$ cat src/rtl/alu_cmd_sequencer.sv
// ---------------------------------------------------------------------------
// alu_cmd_sequencer
//
// Command front-end for the 8-bit ALU. It accepts one command per
// valid/ready handshake and keeps a small operand register file. For ALU
// commands it drives registered operands and the control code into the ALU
// for one ISSUE cycle. It then captures the ALU's combinational result and
// flags into the destination register.
//
// LOADI and illegal opcodes complete in the accept cycle and never touch the
// ALU-facing registers.
//
// Ports
//   clk_i, reset_i       clock (rising edge), synchronous active-high reset
//   cmd_valid_i          command present
//   cmd_ready_o          sequencer can accept a command (IDLE, not in reset)
//   cmd_op_i             ALU control code, 4'b1111 = load immediate
//   cmd_srca_i           register index driven onto A
//   cmd_srcb_i           register index driven onto B
//   cmd_imm_en_i         B comes from cmd_imm_i instead of R[srcb]
//   cmd_imm_i            immediate value
//   cmd_dst_i            destination register index
//   alu_ctl_o, a_o, b_o  registered ALU inputs
//   z_i, flags_i         combinational ALU result and flags
//   res_valid_o          one-cycle result strobe
//   res_data_o           value written to the destination
//   res_flags_o          captured flags
//   res_dst_o            destination index
//   clr_err_i            clears sticky_err_o and illegal_o (set wins)
//   sticky_err_o         a captured result had FLAGS[4] or FLAGS[5] set
//   illegal_o            an unsupported opcode was accepted (sticky)
// ---------------------------------------------------------------------------
module alu_cmd_sequencer #(
  parameter int NREGS  = 4,
  parameter int DATA_W = 8
) (
  input  logic              clk_i,
  input  logic              reset_i,
  input  logic              cmd_valid_i,
  output logic              cmd_ready_o,
  input  logic [3:0]        cmd_op_i,
  input  logic [1:0]        cmd_srca_i,
  input  logic [1:0]        cmd_srcb_i,
  input  logic              cmd_imm_en_i,
  input  logic [DATA_W-1:0] cmd_imm_i,
  input  logic [1:0]        cmd_dst_i,
  output logic [3:0]        alu_ctl_o,
  output logic [DATA_W-1:0] a_o,
  output logic [DATA_W-1:0] b_o,
  input  logic [DATA_W-1:0] z_i,
  input  logic [7:0]        flags_i,
  output logic              res_valid_o,
  output logic [DATA_W-1:0] res_data_o,
  output logic [7:0]        res_flags_o,
  output logic [1:0]        res_dst_o,
  input  logic              clr_err_i,
  output logic              sticky_err_o,
  output logic              illegal_o
);

  typedef enum logic [0:0] {
    IDLE  = 1'b0,
    ISSUE = 1'b1
  } state_t;

  state_t state_q, state_d;

  logic [DATA_W-1:0] regFile_q [NREGS];
  logic [DATA_W-1:0] a_q, b_q;
  logic [3:0]        aluCtl_q;
  logic [1:0]        dst_q;
  logic              resValid_q;
  logic [DATA_W-1:0] resData_q;
  logic [7:0]        resFlags_q;
  logic [1:0]        resDst_q;
  logic              stickyErr_q;
  logic              illegal_q;

  logic opIsAlu;
  logic opIsLoadi;
  logic accept;
  logic capture;
  logic errSet;
  logic illegalSet;

  // Opcode decode: only the five codes the ALU implements go through ISSUE.
  always_comb begin
    opIsAlu = 1'b0;
    case (cmd_op_i)
      4'b0000, 4'b0001, 4'b0010, 4'b0100, 4'b0110: opIsAlu = 1'b1;
      default:                                     opIsAlu = 1'b0;
    endcase
  end

  assign opIsLoadi  = (cmd_op_i == 4'b1111);
  assign accept     = cmd_valid_i && cmd_ready_o;
  assign capture    = (state_q == ISSUE);
  assign errSet     = capture && (flags_i[4] || flags_i[5]);
  assign illegalSet = accept && !opIsAlu && !opIsLoadi;

  // State register.
  always_ff @(posedge clk_i) begin
    if (reset_i) begin
      state_q <= IDLE;
    end else begin
      state_q <= state_d;
    end
  end

  // Next-state logic: only ALU commands spend a cycle in ISSUE.
  always_comb begin
    state_d = state_q;
    case (state_q)
      IDLE:    if (accept && opIsAlu) state_d = ISSUE;
      ISSUE:   state_d = IDLE;
      default: state_d = IDLE;
    endcase
  end

  // Output logic: ready is forced low while reset is asserted.
  always_comb begin
    cmd_ready_o = 1'b0;
    if (state_q == IDLE && !reset_i) cmd_ready_o = 1'b1;
  end

  // Datapath. The capture edge writes the register file. A command accepted
  // in the following cycle therefore already sees the new value without any
  // forwarding.
  always_ff @(posedge clk_i) begin
    if (reset_i) begin
      for (int i = 0; i < NREGS; i++) regFile_q[i] <= '0;
      a_q        <= '0;
      b_q        <= '0;
      aluCtl_q   <= 4'b0000;
      dst_q      <= 2'd0;
      resValid_q <= 1'b0;
      resData_q  <= '0;
      resFlags_q <= 8'h00;
      resDst_q   <= 2'd0;
    end else begin
      resValid_q <= 1'b0;
      if (capture) begin
        regFile_q[dst_q] <= z_i;
        resValid_q       <= 1'b1;
        resData_q        <= z_i;
        resFlags_q       <= flags_i;
        resDst_q         <= dst_q;
      end else if (accept) begin
        if (opIsAlu) begin
          a_q      <= regFile_q[cmd_srca_i];
          b_q      <= cmd_imm_en_i ? cmd_imm_i : regFile_q[cmd_srcb_i];
          aluCtl_q <= cmd_op_i;
          dst_q    <= cmd_dst_i;
        end else begin
          if (opIsLoadi) regFile_q[cmd_dst_i] <= cmd_imm_i;
          resValid_q <= 1'b1;
          resData_q  <= opIsLoadi ? cmd_imm_i : '0;
          resFlags_q <= 8'h00;
          resDst_q   <= cmd_dst_i;
        end
      end
    end
  end

  // Sticky status bits. A set in the same cycle as a clear takes priority.
  always_ff @(posedge clk_i) begin
    if (reset_i) begin
      stickyErr_q <= 1'b0;
      illegal_q   <= 1'b0;
    end else begin
      stickyErr_q <= errSet || (stickyErr_q && !clr_err_i);
      illegal_q   <= illegalSet || (illegal_q && !clr_err_i);
    end
  end

  assign alu_ctl_o    = aluCtl_q;
  assign a_o          = a_q;
  assign b_o          = b_q;
  assign res_valid_o  = resValid_q;
  assign res_data_o   = resData_q;
  assign res_flags_o  = resFlags_q;
  assign res_dst_o    = resDst_q;
  assign sticky_err_o = stickyErr_q;
  assign illegal_o    = illegal_q;

endmodule

$ cat config.mk
export PLATFORM = sky130hd
export DESIGN_NAME = alu_cmd_sequencer
export DESIGN_NICKNAME = d
export VERILOG_FILES = /design/src/rtl/alu_cmd_sequencer.sv
export SDC_FILE = /design/constraint.sdc
export NUM_CORES = 1
export LEC_CHECK = 0
export CAP_MARGIN = 20
export CORE_UTILIZATION = 40
export CTS_CLUSTER_SIZE = 10
export DETAILED_ROUTE_END_ITERATION = 6
export PLACE_DENSITY = 0.67
export SLEW_MARGIN = 20
export SYNTH_ARGS = -nofsm -noshare
export SYNTH_HDL_FRONTEND = slang
export SYNTH_SLANG_ARGS = --single-unit
$ cat constraint.sdc
create_clock -name clk_i -period 4.5 [get_ports clk_i]
set_input_delay 1.125 -clock clk_i [delete_from_list [all_inputs] [get_ports clk_i]]
set_output_delay 1.125 -clock clk_i [all_outputs]
set_load 0.02 [all_outputs]
Word-level counts from Yosys, hierarchy flattened. Memories as Yosys holds them, arrays and structs flattened. A register that Yosys moved wholly into a read port is not among the register bits. Index checks and enable logic that the tools add are counted.

Register bits: 36. Bits in writable memories: 32. Input port bits: 39. Memories: 1.

Equality and inequality tests: 6. Mux-type cells: 35. Bitwise gates (word level): 1. Reduce and logical (&&, ||, !) cells: 22.

Memory list: regFile_q (depth 4, bits a word 8, rd ports 2, clocked after Yosys merged registers in 1, wr ports 4, line 68) `logic [DATA_W-1:0] regFile_q [NREGS];`.

Operator list (count): $mux W8 (10); $mux W1 (19); $reduce_or A8 Y1 (2); $mux W2 (5); $eq A4 B3 Y1 const B (2); $logic_and A1 B1 Y1 (8); $reduce_or A5 Y1 (1); $eq A4 B1 Y1 const B (1); $eq A4 B2 Y1 const B (1); $eq A4 B4 Y1 const B (1); $logic_not A1 Y1 (4); $logic_not A4 Y1 (1); $logic_or A1 B1 Y1 (3); $reduce_and A3 Y1 (1); $ne A2 B2 Y1 const B (1); $pmux W1 S2 (1); $reduce_and A2 Y1 (1); $reduce_bool A2 Y1 (1); $not A1 Y1 (1).

Depth between registers and ports, before layout. Gate-level depths: netlist (run 1).

Depth after elaboration: 10. Gate-level depth with buffers: 7.

Least setup slack after synthesis (run 1). Ideal clock, no wire load.

Path kind: input port to flip-flop. Start: input reset_i. End: memory regFile_q[2][0], enable pin. Arrival time: 2594 ps. Setup slack: 1571 ps. Stages: 6. Buffers on the path: 2. Cell sequence: buf_6 > or3b_4 > o32a_1 > or3_1 > buf_6 > nand2b_1.

RTL lines: from (decl) (line 38) `input logic reset_i,`; to (decl) (line 68).

Worst setup path after layout (run 1).
Start: input reset_i. End: output cmd_ready_o.

Word-level cells in the longest chain between the ends: 3.

Ends and longest elaborated chain: $logic_not A1 Y1 (line 123) `if (state_q == IDLE && !reset_i) cmd_ready_o = 1'b1;`; $logic_and A1 B1 Y1 (line 123); $mux W1 (line 123); to (decl) (line 40) `output logic cmd_ready_o,`.

Every way passes these cells.

==> results of run 1 <==
## cells by family after synthesis
| family | count (synthesis) | synth area share (%) |
|---|---|---|
| AOI/OAI and AO/OA | 64 | 13.41 |
| buffers and inverters | 32 | 4.239 |
| DFF | 76 | 56.72 |
| muxes | 24 | 13.56 |
| and+or+nand+nor | 86 | 12.06 |
## layout make-up
class,count,area (µm²)
sequential,76,1842
multi-input combinational,174,1267
tap,102,127.6
fill,708,3517
inverter,13,48.80
clock buffer,10,127.6
clock inverter,6,46.29
timing repair buffer,84,830.8
## stage by stage
step | power (mW) | cell area, µm² | hold WS [ps]
after floorplan | 0.8496 | 3247 | 483.9
after global placement | 0.9261 | 4116 | 435.2
after detailed placement | 0.9287 | 4116 | 438.2
after CTS | 1.392 | 4290 | 457.9
after global routing | 1.435 | 4290 | 482.9
final | 1.376 | 4290 | 452.9
## worst max-delay path, stage by stage
cell,delay (ps)
clkdlybuf4s50_1,560
nor2_1,180
clkdlybuf4s50_1,620
## per-layer routing
metal,vias up,GRT usage [%]
met4,0,7.813
met3,9,3.648
met2,74,29.42
met5,-,0
li1,1176,-
met1,1204,28.11
## report_power, final
part	switching, mW	internal, mW
Combinational	0.0770	0.0833
Clock	0.259	0.205
Sequential	0.0135	0.738
Total	0.349	1.03
## flip-flops by register name (all words and copies together) (netlist names)
register	flops
a_o	8
alu_ctl_o	4
b_o	8
capture	1
dst_q	2
illegal_o	1
regFile_q	32
res_data_o	8
res_dst_o	2
res_flags_o	8
res_valid_o	1
sticky_err_o	1
## cells in the mapped netlist, types with 5 or more instances
cell      count
nand2_1      29
o21ai_0       6
mux4_2       16
clkbuf_1     12
dfxtp_1      44
a21o_1        8
a211oi_1      8
a22oi_1       8
nand2b_1      5
a22o_1        7
edfxtp_1     32
a21oi_1      19
nor2_1       31
inv_1        13
nor2_2        8
mux2i_1       8
## path summary, 6_finish.rpt
path,from,end,cells past startpoint
worst min register to register,res_data_o[5],res_data_o[5],1
worst max register to register,capture,regFile_q[1][5],4
worst max-delay path,reset_i,cmd_ready_o,3
worst min-delay path,res_data_o[5],res_data_o[5],1
==> out/results.txt, run 1 <==
Num Clock Sinks: 76
Synthesized net count: 321
Post-CTS setup buffers: 0
Post-CTS Resized: 0
Wire per inst: 16.74 µm
Most area-consuming cells after synthesis: edfxtp_1, dfxtp_1, mux4_2
Worst setup SP type: input pin
H-tree levels: 3
Max_slew headroom: 44.42%
PortBufs: 80
RSZ-0062 raised after global routing: false
Routability Congestion: 0.7734
Largest net degree at the start of global routing: 32
Period utilization: 80.32%
Sequential element share of the synthesized area: 56.72%
Leading area contributor after synthesis: edfxtp_1
Status: finished clean
LEAKAGE: 1.586 nW
Reg-to-reg setup timing slack: 1970 ps
Clock transition at path regs: 80 ps
DRC viols: 0
Initial cell density of the core: 41.59%
Share of the synthesized area in the top cell type: 29.60%
DR top layer: met4
Final core occ: 54.95%
CP Max Fanout: 9
Pwr/cell area: 320.7 nW/µm²
Placed Instances: 449
Area Overhead vs Synth: 32.14%
Required time worst endpoint: 3380 ps
Via-to-Cell Ratio: 5.297
Initial antenna violation count: 0
CTS tree: built
Warnings from Yosys: 0
Core Area: 7807 µm²
# nets final: 397
Tmin final: 3614 ps
CTS Buf Count: 9
M1 WL: 3.725 mm
Antenna Nets Post-Route: 0
Share of layout cells above drive strength 1: 12.40%
Mean Syn Cell Area: 11.51 µm²
CP Class: input pin to output port
Async set or reset register ratio after synthesis: 0%
Most common cell after layout, fill and taps aside: clkdlybuf4s50_1
Routed wl met3: 390 µm
Via count: 2463
Ports: 81
Peak supply drop: 0.1284 mV
Post-route insts no fill: 465
Diode count: 0
Number of DRC markers after the initial detailed-route iteration: 121
Final hold vios: 0
Final WL: 7.782 mm
Post-Synthesis Cells: 282
Slew @ Worst Pin: 832.8 ps
Post-synth top flop: dfxtp_1
Drt first pass iters: 4
Max-slew violation count: 0
Area of the die: 8481 µm²
Yosys cell types: 33
Post-synth EDFFs: 32
Worst clock skew: 9.975 ps
Post-Syn Area: 3247 µm²
Setup TNS: 0 ps
Total grt overflow: 0
Most frequent cells in the layout: clkdlybuf4s50_1, dfxtp_1, edfxtp_1, nor2_1, nand2_1
Crit. End Element: output port
Synthesized flop and latch total: 76
Dpl hpwl: 5.804 mm
F_max: 276.7 MHz
Post-CTS Hold Buffers: 0
Place WS: 731.5 ps
DIE WIDTH: 92.10 µm
Skew-Pair Late Insertion Delay: 350 ps
Total Routing Usage GR: 19.67%
WP data arrival: 2490 ps
FP Rows: 32
Final setup violation count: 0
Clk root buf: clkbuf_8
Max-Cap Viols: 0
Hold Path Class: register to register
Worst setup margin: 885.7 ps
Metal2 WL: 3.567 mm
Clk buf depth: 2
Vias in the first global route: 2388
First-pass GRT wire length: 12.70 mm
Die height: 92.10 µm
No activity file was read; power rests on OpenSTA's default activity.
==> inputs of run 2 (changes only) <==
==> constraint.sdc (replaced) <==
create_clock -name clk_i -period 3.45 [get_ports clk_i]
set_input_delay 0.8625 -clock clk_i [delete_from_list [all_inputs] [get_ports clk_i]]
set_output_delay 0.8625 -clock clk_i [all_outputs]
set_load 0.02 [all_outputs]
==> run 2 against run 1 <==
Design area up 1.1%. Clock skew down 2.8 ps. Combinational power up 33%. Utilization up 0.58 points. Register-to-register slack worse by 770 ps. Sequential power up 30%.
==> out/results.txt, run 2 (synthesized netlist as in run 1, its figures left out) <==
Status: finished clean
Initial cell density of the core: 41.59%
CTS Buf Count: 9
Reg2reg end: regFile_q[2][2]
Final core occ: 55.53%
PortBufs: 80
Diode count: 0
Critical path origin: reset_i
Placed cell area: 4154 µm²
Hold Crit Depth: 1
Total grt overflow: 0
Total Routing Usage GR: 19.47%
Area of the die: 8481 µm²
Final setup violation count: 0
WP data arrival: 2200 ps
Crit path cell chain: clkdlybuf4s50_1 > nor2_1 > clkdlybuf4s50_1
Crit-path max cell delay: 620 ps
Via-to-Cell Ratio: 5.206
CP Class: input pin to output port
Sequential cell area: 1842 µm²
FP Rows: 32
Die height: 92.10 µm
Clock transition at path regs: 70 ps
R2R cell count: 4
# nets final: 402
Slowest cell on the critical path: clkdlybuf4s50_1
Setup TNS: 0 ps
Clk root buf: clkbuf_8
Core Area: 7807 µm²
Skew-Pair Late Insertion Delay: 340 ps
Slew @ Worst Pin: 667.5 ps
Overall power: 1.829 mW
Largest net degree at the start of global routing: 30
Period utilization: 88.79%
Post-CTS setup buffers: 0
Pwr/cell area: 421.9 nW/µm²
Clk buf depth: 2
Worst setup SP type: input pin
Antenna Nets Post-Route: 0
Max-Cap Viols: 0
Critical Path End: cmd_ready_o
Final hold vios: 0
Vias in the first global route: 2359
F_max: 326.4 MHz
Ports: 81
Required time worst endpoint: 2590 ps
Area Overhead vs Synth: 33.53%
H-tree levels: 3
Num Clock Sinks: 76
Max-slew violation count: 0
Number of DRC markers after the initial detailed-route iteration: 152
Top reg by flops: regFile_q
Peak supply drop: 0.1918 mV
LEAKAGE: 1.623 nW
DIE WIDTH: 92.10 µm
Post-route cell area: 4335 µm²
Max reg flops: 32
Drt first pass iters: 4
Number of fill cells in the layout: 683
Reg-to-reg setup timing slack: 1200 ps
Post-CTS Hold Buffers: 0
DRC viols: 0
Initial antenna violation count: 0
Multi-input gate area: 1267 µm²
Via count: 2447
Most common cell after layout, fill and taps aside: clkdlybuf4s50_1
Max_slew headroom: 55.34%
Worst clock skew: 7.135 ps
RSZ-0062 raised after global routing: false
Routability Congestion: 0.9022
Final WL: 7.748 mm
Crit path top cell by count: clkdlybuf4s50_1
RR Startpoint: capture
CP Max Fanout: 9
Post-CTS Resized: 0
CTS tree: built
Crit. End Element: output port
Wire per inst: 16.49 µm
Share of layout cells above drive strength 1: 13.32%
First-pass GRT wire length: 12.59 mm
Tmin final: 3063 ps
Most frequent cells in the layout: clkdlybuf4s50_1, dfxtp_1, edfxtp_1, nor2_1, nand2_1
Hold Path Class: register to register
Dpl hpwl: 5.585 mm
[run 2: cell count changes in the layout (fill, tap and decap cells not counted)]
cell	previous run	this run
buf_4	4	9
clkinv_2	1	4
inv_6	3	0
clkinv_1	0	2
clkinvlp_4	2	0
bufinv_16	0	1
clkbuf_1	1	0
[run 2: per-stage QoR]
step	hold WS (ps)	cells	setup WS, ps
finish	449.6	470	386.7
global route	473.3	470	321.7
CTS	455.3	470	385.3
detailed placement	438.0	454	236.1
global placement	437.6	454	311.4
floorplan	483.9	282	783.9
[run 2: worst max-delay path, delay by kind of cell]
| family | cells | cell delay, ps |
|---|---|---|
| buffers and inverters | 2 | 1170 |
| and+or+nand+nor | 1 | 170 |
[run 2: how the worst min path moves through the flow]
stage,startpoint,to,slack [ps]
2_1_floorplan,dst_q[1],dst_q[1],480
4_1_cts,res_data_o[5],res_data_o[5],460
5_1_grt,a_o[3],a_o[3],470
3_3_place_gp,res_data_o[2],res_data_o[2],440
3_5_place_dp,res_data_o[5],res_data_o[5],440
6_report,res_data_o[5],res_data_o[5],450
[run 2: metal layers]
layer | global-route usage (%) | routed length [µm] | vias up
li1 | - | - | 1185
met1 | 27.99 | 3722 | 1176
met2 | 29.17 | 3490 | 79
met3 | 3.151 | 448 | 7
met4 | 7.943 | 86 | 0
met5 | 0 | 0 | -
[run 2: area by class of cell]
cell class | count | share of cell area (%)
clock buffer | 9 | 2.857
sequential | 76 | 42.48
clock inverter | 7 | 1.328
inverter | 13 | 1.126
timing repair buffer | 89 | 20.03
tap | 102 | 2.944
multi-input combinational | 174 | 29.24
[run 2: report_power, final]
| part | internal (mW) | switching (mW) |
|---|---|---|
| combinational | 0.111 | 0.102 |
| sequential | 0.963 | 0.0164 |
| clock | 0.324 | 0.312 |
==> inputs of run 3 (changes only) <==
--- a/config.mk
+++ b/config.mk
@@ -9,6 +9,7 @@
 export CORE_UTILIZATION = 40
 export CTS_CLUSTER_SIZE = 10
 export DETAILED_ROUTE_END_ITERATION = 6
+export GPL_ROUTABILITY_DRIVEN = 0
 export PLACE_DENSITY = 0.67
 export SLEW_MARGIN = 20
 export SYNTH_ARGS = -nofsm -noshare
==> results of run 3 <==
The final DEF is identical to that of run 2; final timing and power are the same.
